**src/rtl/jpeg_quant_zigzag.sv**
```systemverilog
// jpeg_quant_zigzag
//   Stage after the 2D DCT. Captures one 8x8 block of signed coefficients
//   (row-major), quantizes each one by multiplying with a host-loaded
//   reciprocal (round(2^16/Q)), and streams the results out in JPEG zigzag
//   order toward the run-length/Huffman encoder.
//
// Ports
//   clock, reset_n      clock; asynchronous active-low reset
//   in_valid/in_ready   block strobe; in_ready=1 only while IDLE
//   coef_in[0:63]       block coefficients, row-major, signed COEF_W
//   qt_we/addr/data     reciprocal table write (row-major index), IDLE only
//   out_valid/ready     output handshake
//   out_data            quantized coefficient, signed COEF_W
//   out_idx, out_last   zigzag position of out_data; out_last with idx 63
//   drop_err            sticky: block or table write arrived while busy
//
// Handshake: a beat transfers on every rising edge where out_valid and
// out_ready are both 1. Once out_valid is raised, out_data/out_idx/out_last
// hold steady until that transfer. The whole two-stage pipeline advances only
// when the output register is empty or being drained (!out_valid || out_ready).
module jpeg_quant_zigzag #(
    parameter int COEF_W  = 10,
    parameter int RECIP_W = 17
) (
    input  logic                     clock,
    input  logic                     reset_n,
    input  logic                     in_valid,
    output logic                     in_ready,
    input  logic signed [COEF_W-1:0] coef_in [0:63],
    input  logic                     qt_we,
    input  logic [5:0]               qt_addr,
    input  logic [RECIP_W-1:0]       qt_data,
    output logic                     out_valid,
    input  logic                     out_ready,
    output logic signed [COEF_W-1:0] out_data,
    output logic [5:0]               out_idx,
    output logic                     out_last,
    output logic                     drop_err
);

    localparam logic [5:0] ZZ [0:63] = '{
        6'd0,  6'd1,  6'd8,  6'd16, 6'd9,  6'd2,  6'd3,  6'd10,
        6'd17, 6'd24, 6'd32, 6'd25, 6'd18, 6'd11, 6'd4,  6'd5,
        6'd12, 6'd19, 6'd26, 6'd33, 6'd40, 6'd48, 6'd41, 6'd34,
        6'd27, 6'd20, 6'd13, 6'd6,  6'd7,  6'd14, 6'd21, 6'd28,
        6'd35, 6'd42, 6'd49, 6'd56, 6'd57, 6'd50, 6'd43, 6'd36,
        6'd29, 6'd22, 6'd15, 6'd23, 6'd30, 6'd37, 6'd44, 6'd51,
        6'd58, 6'd59, 6'd52, 6'd45, 6'd38, 6'd31, 6'd39, 6'd46,
        6'd53, 6'd60, 6'd61, 6'd54, 6'd47, 6'd55, 6'd62, 6'd63
    };

    localparam logic [RECIP_W-1:0] RECIP_ONE = RECIP_W'(65536);  // Q = 1
    localparam int PROD_W = COEF_W + RECIP_W;
    localparam int Q_W    = PROD_W - 16;
    localparam logic signed [Q_W:0] MAX_V = (Q_W+1)'(2**(COEF_W-1) - 1);
    localparam logic signed [Q_W:0] MIN_V = -(Q_W+1)'(2**(COEF_W-1));

    typedef enum logic {IDLE = 1'b0, RUN = 1'b1} state_t;
    state_t state;

    logic signed [COEF_W-1:0]  coef_buf [0:63];
    logic [RECIP_W-1:0]        qt [0:63];
    logic [5:0]                k;
    logic                      issuing;     // still reading coefficients out of the buffer
    logic                      s1_valid;
    logic signed [COEF_W-1:0]  s1_coef;
    logic [RECIP_W-1:0]        s1_recip;
    logic [5:0]                s1_idx;
    logic                      advance;

    logic [COEF_W-1:0]         mag;
    logic [PROD_W-1:0]         prod;
    logic [Q_W-1:0]            q;
    logic signed [Q_W:0]       sq;
    logic signed [COEF_W-1:0]  res;

    assign advance = !out_valid || out_ready;

    // Magnitude is taken as unsigned so that |-512| = 512 is representable.
    // Adding 2^15 before the shift rounds half away from zero on the magnitude.
    always_comb begin
        mag  = s1_coef[COEF_W-1] ? COEF_W'(-s1_coef) : COEF_W'(s1_coef);
        prod = PROD_W'(mag) * PROD_W'(s1_recip) + PROD_W'(32768);
        q    = Q_W'(prod >> 16);
        sq   = s1_coef[COEF_W-1] ? -$signed({1'b0, q}) : $signed({1'b0, q});
        if (sq > MAX_V)
            res = MAX_V[COEF_W-1:0];
        else if (sq < MIN_V)
            res = MIN_V[COEF_W-1:0];
        else
            res = $signed(sq[COEF_W-1:0]);
    end

    always_ff @(posedge clock or negedge reset_n) begin
        if (!reset_n) begin
            state     <= IDLE;
            in_ready  <= 1'b1;
            out_valid <= 1'b0;
            out_last  <= 1'b0;
            out_data  <= '0;
            out_idx   <= '0;
            drop_err  <= 1'b0;
            k         <= '0;
            issuing   <= 1'b0;
            s1_valid  <= 1'b0;
            s1_coef   <= '0;
            s1_recip  <= '0;
            s1_idx    <= '0;
            for (int i = 0; i < 64; i++) begin
                coef_buf[i] <= '0;
                qt[i]       <= RECIP_ONE;
            end
        end else begin
            case (state)
                IDLE: begin
                    // A table write in the capture cycle lands before the
                    // first table read one cycle later, so the block sees it.
                    if (qt_we)
                        qt[qt_addr] <= qt_data;
                    if (in_valid) begin
                        for (int i = 0; i < 64; i++)
                            coef_buf[i] <= coef_in[i];
                        k        <= '0;
                        issuing  <= 1'b1;
                        state    <= RUN;
                        in_ready <= 1'b0;
                    end
                end
                RUN: begin
                    if (in_valid || qt_we)
                        drop_err <= 1'b1;
                    if (advance) begin
                        s1_valid <= issuing;
                        if (issuing) begin
                            s1_coef  <= coef_buf[ZZ[k]];
                            s1_recip <= qt[ZZ[k]];
                            s1_idx   <= k;
                            k        <= k + 6'd1;
                            if (k == 6'd63)
                                issuing <= 1'b0;
                        end
                        out_valid <= s1_valid;
                        if (s1_valid) begin
                            out_data <= res;
                            out_idx  <= s1_idx;
                            out_last <= (s1_idx == 6'd63);
                        end else begin
                            out_last <= 1'b0;
                        end
                    end
                    if (out_valid && out_ready && out_last) begin
                        state    <= IDLE;
                        in_ready <= 1'b1;
                    end
                end
                default: begin
                    state    <= IDLE;
                    in_ready <= 1'b1;
                end
            endcase
        end
    end

endmodule

```
**config.mk**
```make
export PLATFORM = sky130hd
export DESIGN_NAME = jpeg_quant_zigzag
export DESIGN_NICKNAME = d
export VERILOG_FILES = /design/src/rtl/jpeg_quant_zigzag.sv
export SDC_FILE = /design/constraint.sdc
export NUM_CORES = 2
export LEC_CHECK = 0
export BUFFER_PORTS_ARGS = -buffer_cell sky130_fd_sc_hd__clkbuf_2
export CELL_PAD_IN_SITES_DETAIL_PLACEMENT = 2
export CELL_PAD_IN_SITES_GLOBAL_PLACEMENT = 2
export CORE_UTILIZATION = 25
export CTS_CLUSTER_SIZE = 40
export DETAILED_ROUTE_END_ITERATION = 8
export GPL_TIMING_DRIVEN = 0
export PLACE_DENSITY_LB_ADDON = 0.08
export SYNTH_ARGS = -nofsm -noshare
export SYNTH_HDL_FRONTEND = slang
export SYNTH_SLANG_ARGS = --single-unit
export TNS_END_PERCENT = 30
```
**constraint.sdc**
```tcl
create_clock -name clock -period 7.7 [get_ports clock]
set_clock_uncertainty 0.15 [all_clocks]
set_input_delay 1.155 -clock clock [delete_from_list [all_inputs] [get_ports clock]]
set_output_delay 1.155 -clock clock [all_outputs]
set_load 0.005 [all_outputs]
```
==> impl_metrics.json <==
{
  "ys.warnings.count": 0,
  "tns_ns": -0.06333,
  "start_kind": "flop",
  "critPathArrivalTime_ns": 8.36,
  "async_reset_ff_share_pct": 100.0,
  "fin_area_mm2": 0.1071,
  "cts_buffer_depth": 4,
  "die_y_um": 596.0,
  "rows": 217,
  "dieArea_mm2": 0.3552,
  "cpPeakStageDelay_ns": 1.05,
  "grt-ovfl-total": 0,
  "hold_path_class": "input pin to async pin",
  "ctsHoldBuffers": 0,
  "grt_pass1_wl_um": 632700,
  "yosys_register_bits": 1790,
  "io_buffer_count": 668,
  "maxSlewViolCount": 0,
  "crit_chain": "buf_2 -> inv_1 -> ha_1 -> xnor2_1 -> nand2_1 -> a21oi_1 -> o32ai_4 -> buf_2 -> buf_2 -> buf_2 -> nand3_1 -> a31oi_1 -> o2111ai_1 -> o32a_1",
  "finalSetupViolCount": 1,
  "root_buffer": "clkbuf_16",
  "cts_made_buffers": 225,
  "synth.yosys.seq_area_share_pct": 50.87,
  "r2r-end": "s1_recip[1]",
  "synthFlopType": "dfrtp_1",
  "place_inst": 13840,
  "crit_buf_inv": 5,
  "fmax_mhz": 128.8,
  "drc_errors": 0,
  "rr_worst_depth": 14,
  "setup_ws_ns": -0.06333,
  "max_slew_margin_pct": 1.588,
  "first_global_vias": 78650,
  "period_share_pct": 100.8,
  "worstPathRequired_ns": 8.30,
  "syn_inst": 8530,
  "post_route_cells_drive_above_1_share_pct": 28.23,
  "cpMostUsedCell": "buf_2",
  "syn_avg_cell_area_um2": 10.34,
  "core_area_mm2": 0.3502,
  "place_hpwl_um": 368800,
  "syn_to_final_growth_pct": 21.46,
  "synth_area_mm2": 0.08821,
  "status": "complete, but fails checks",
  "wl_um": 457400,
  "grt_start_max_net_pins": 109,
  "htreeDepth": 4,
  "hold_violations": 0,
  "crit_path_end_kind": "flop",
  "synth_cell_types": 91,
  "finalNetCount": 10390,
  "worstSkewPairLatency_ns": 0.94,
  "start_util_pct": 25.18,
  "r2r_start": "k[0]",
  "via_count": 70500,
  "critPathKind": "flop to flop",
  "grt_util_all_layers_pct": 25.39,
  "cp_max_fo": 10,
  "path_clk_slew_ns": 0.07,
  "die_w_um": 596.0,
  "syn-num-nets": 9405,
  "cts_sinks": 1790,
  "cp_top_family": "compound AO/OA/AOI/OAI gates",
  "violations": "setup timing",
  "cpMaxStageDelayCell": "o32ai_4",
  "final_common_cell": "nand2_1",
  "via_per_inst": 4.916,
  "io_pins": 688,
  "tightest_slew_ns": 1.471,
  "r2r_setup_slack_ns": -0.06,
  "synth_edf_count": 0,
  "ant_nets": 0,
  "rsz0062_at_grt": "yes",
  "place_ws_ns": -1.786,
  "wire_per_inst_um": 31.89,
  "dpl_cell_area_mm2": 0.09836,
  "final_cell_mix": "nand2_1, dfrtp_1, mux2_2",
  "antenna_found_initial": 68,
  "dr.pass1.iters": 5,
  "cts_tree": "built",
  "final_cells": 14340,
  "min_period_ns": 7.763,
  "place_congestion": 0.8439,
  "maxCapViolCount": 0,
  "first_iter_violations": 3899
}
-- worst max-delay path by stage --
stage | startpoint | endpoint | slack (ns) | cells after the start
floorplan | s1_coef[3] | out_data[0] | 0.49 | 27
global placement | reset_n | coef_buf[164] | -43.33 | 1
detailed placement | s1_coef[0] | out_data[8] | -1.79 | 24
CTS | s1_coef[1] | out_data[8] | 0.002 | 27
global route | s1_coef[3] | out_data[7] | -0.09 | 25
finish | k[0] | s1_recip[1] | -0.06 | 14
-- state kept, by name (all words and copies together) (netlist names), 6 cells and up --
register,flops
coef_buf,640
out_data,10
s1_coef,10
k,6
s1_idx,6
s1_recip,17
qt,1088
out_idx,6
-- routing by layer --
metal  vias up  routed length, um  part of all wire (%)  GRT usage (%)
li1      30830                  -                     -              -
met1     37820             201100                    44          33.20
met2      1350             226300                    49          44.11
met3       478              16200                   3.5          2.934
met4        20              13650                   3.0          6.968
met5         -                137                 0.030              0
-- worst register-to-register path, delay by kind of cell, from the launching register on --
| kind | cells | cell delay [ns] |
|---|---|---|
| AND/OR/NAND/NOR | 2 | 0.25 |
| XOR/XNOR | 1 | 0.19 |
| buffers and inverters | 5 | 2.96 |
| flip-flops | 1 | 0.61 |
| adder cells (fa/ha/maj) | 1 | 0.48 |
| AO/OA/AOI/OAI | 5 | 2.98 |
-- final cells by class --
type,instances,area [um2]
Tap cell,4599,5754
Antenna cell,43,107.6
Clock buffer,352,6930
Multi-Input combinational cell,5933,40660
Fill cell,38150,243100
Buffer,656,2873
Clock inverter,56,625.6
Inverter,150,568.0
Sequential cell,1790,44880
Timing Repair Buffer,761,4733
-- per-stage QoR --
| step | hold WS [ns] | utilization [%] |
|---|---|---|
| after floorplan | 0.2874 | - |
| after global placement | 0.3036 | 27.78 |
| after detailed placement | 0.3125 | 28.08 |
| after CTS | 0.04167 | 30.45 |
| after global routing | 0.08415 | 30.56 |
| final | 0.07860 | 30.59 |
-- kinds of logic (layout without fill, tap and decap cells) --
logic type | count (synthesis) | after routing | share of synthesized area (%)
and+or+nand+nor | 3939 | 3939 | 18.43
DFF | 1790 | 1790 | 50.87
muxes | 1286 | 1286 | 18.58
buffers and inverters | 808 | 1975 | 3.769
AOI/OAI and AO/OA | 470 | 471 | 4.105
adders and majority gates | 207 | 207 | 3.941
xor gates and xnor gates | 30 | 30 | 0.2979
other | 0 | 43 | 0
-- cells in the mapped netlist, types with 37 or more instances --
master / instances / share of area (%)
a211oi_1: 58 / 0.49
a22oi_1: 56 / 0.48
a31oi_1: 85 / 0.60
and2_1: 82 / 0.58
and3_1: 63 / 0.45
buf_1: 37 / 0.16
buf_2: 118 / 0.67
clkbuf_1: 475 / 2.0
dfrtp_1: 1725 / 49
dfstp_2: 65 / 1.9
fa_1: 118 / 2.7
ha_1: 89 / 1.3
inv_1: 149 / 0.63
mux2_2: 1097 / 14
mux4_2: 171 / 4.4
nand2_1: 3041 / 13
nand3_1: 579 / 3.3
nor2_1: 64 / 0.27
-- timing repair --
action                                  in CTS  in global routing
pin swaps                                   19                 23
endpoints found under the setup margin      10                 15
setup buffers                               24                 23
cloned                                       1                  2
resized for setup                          101                 54
Power is left out: the tool's default activity adds up to more than one toggle a clock period on the data nets, which glitch-free logic cannot reach.
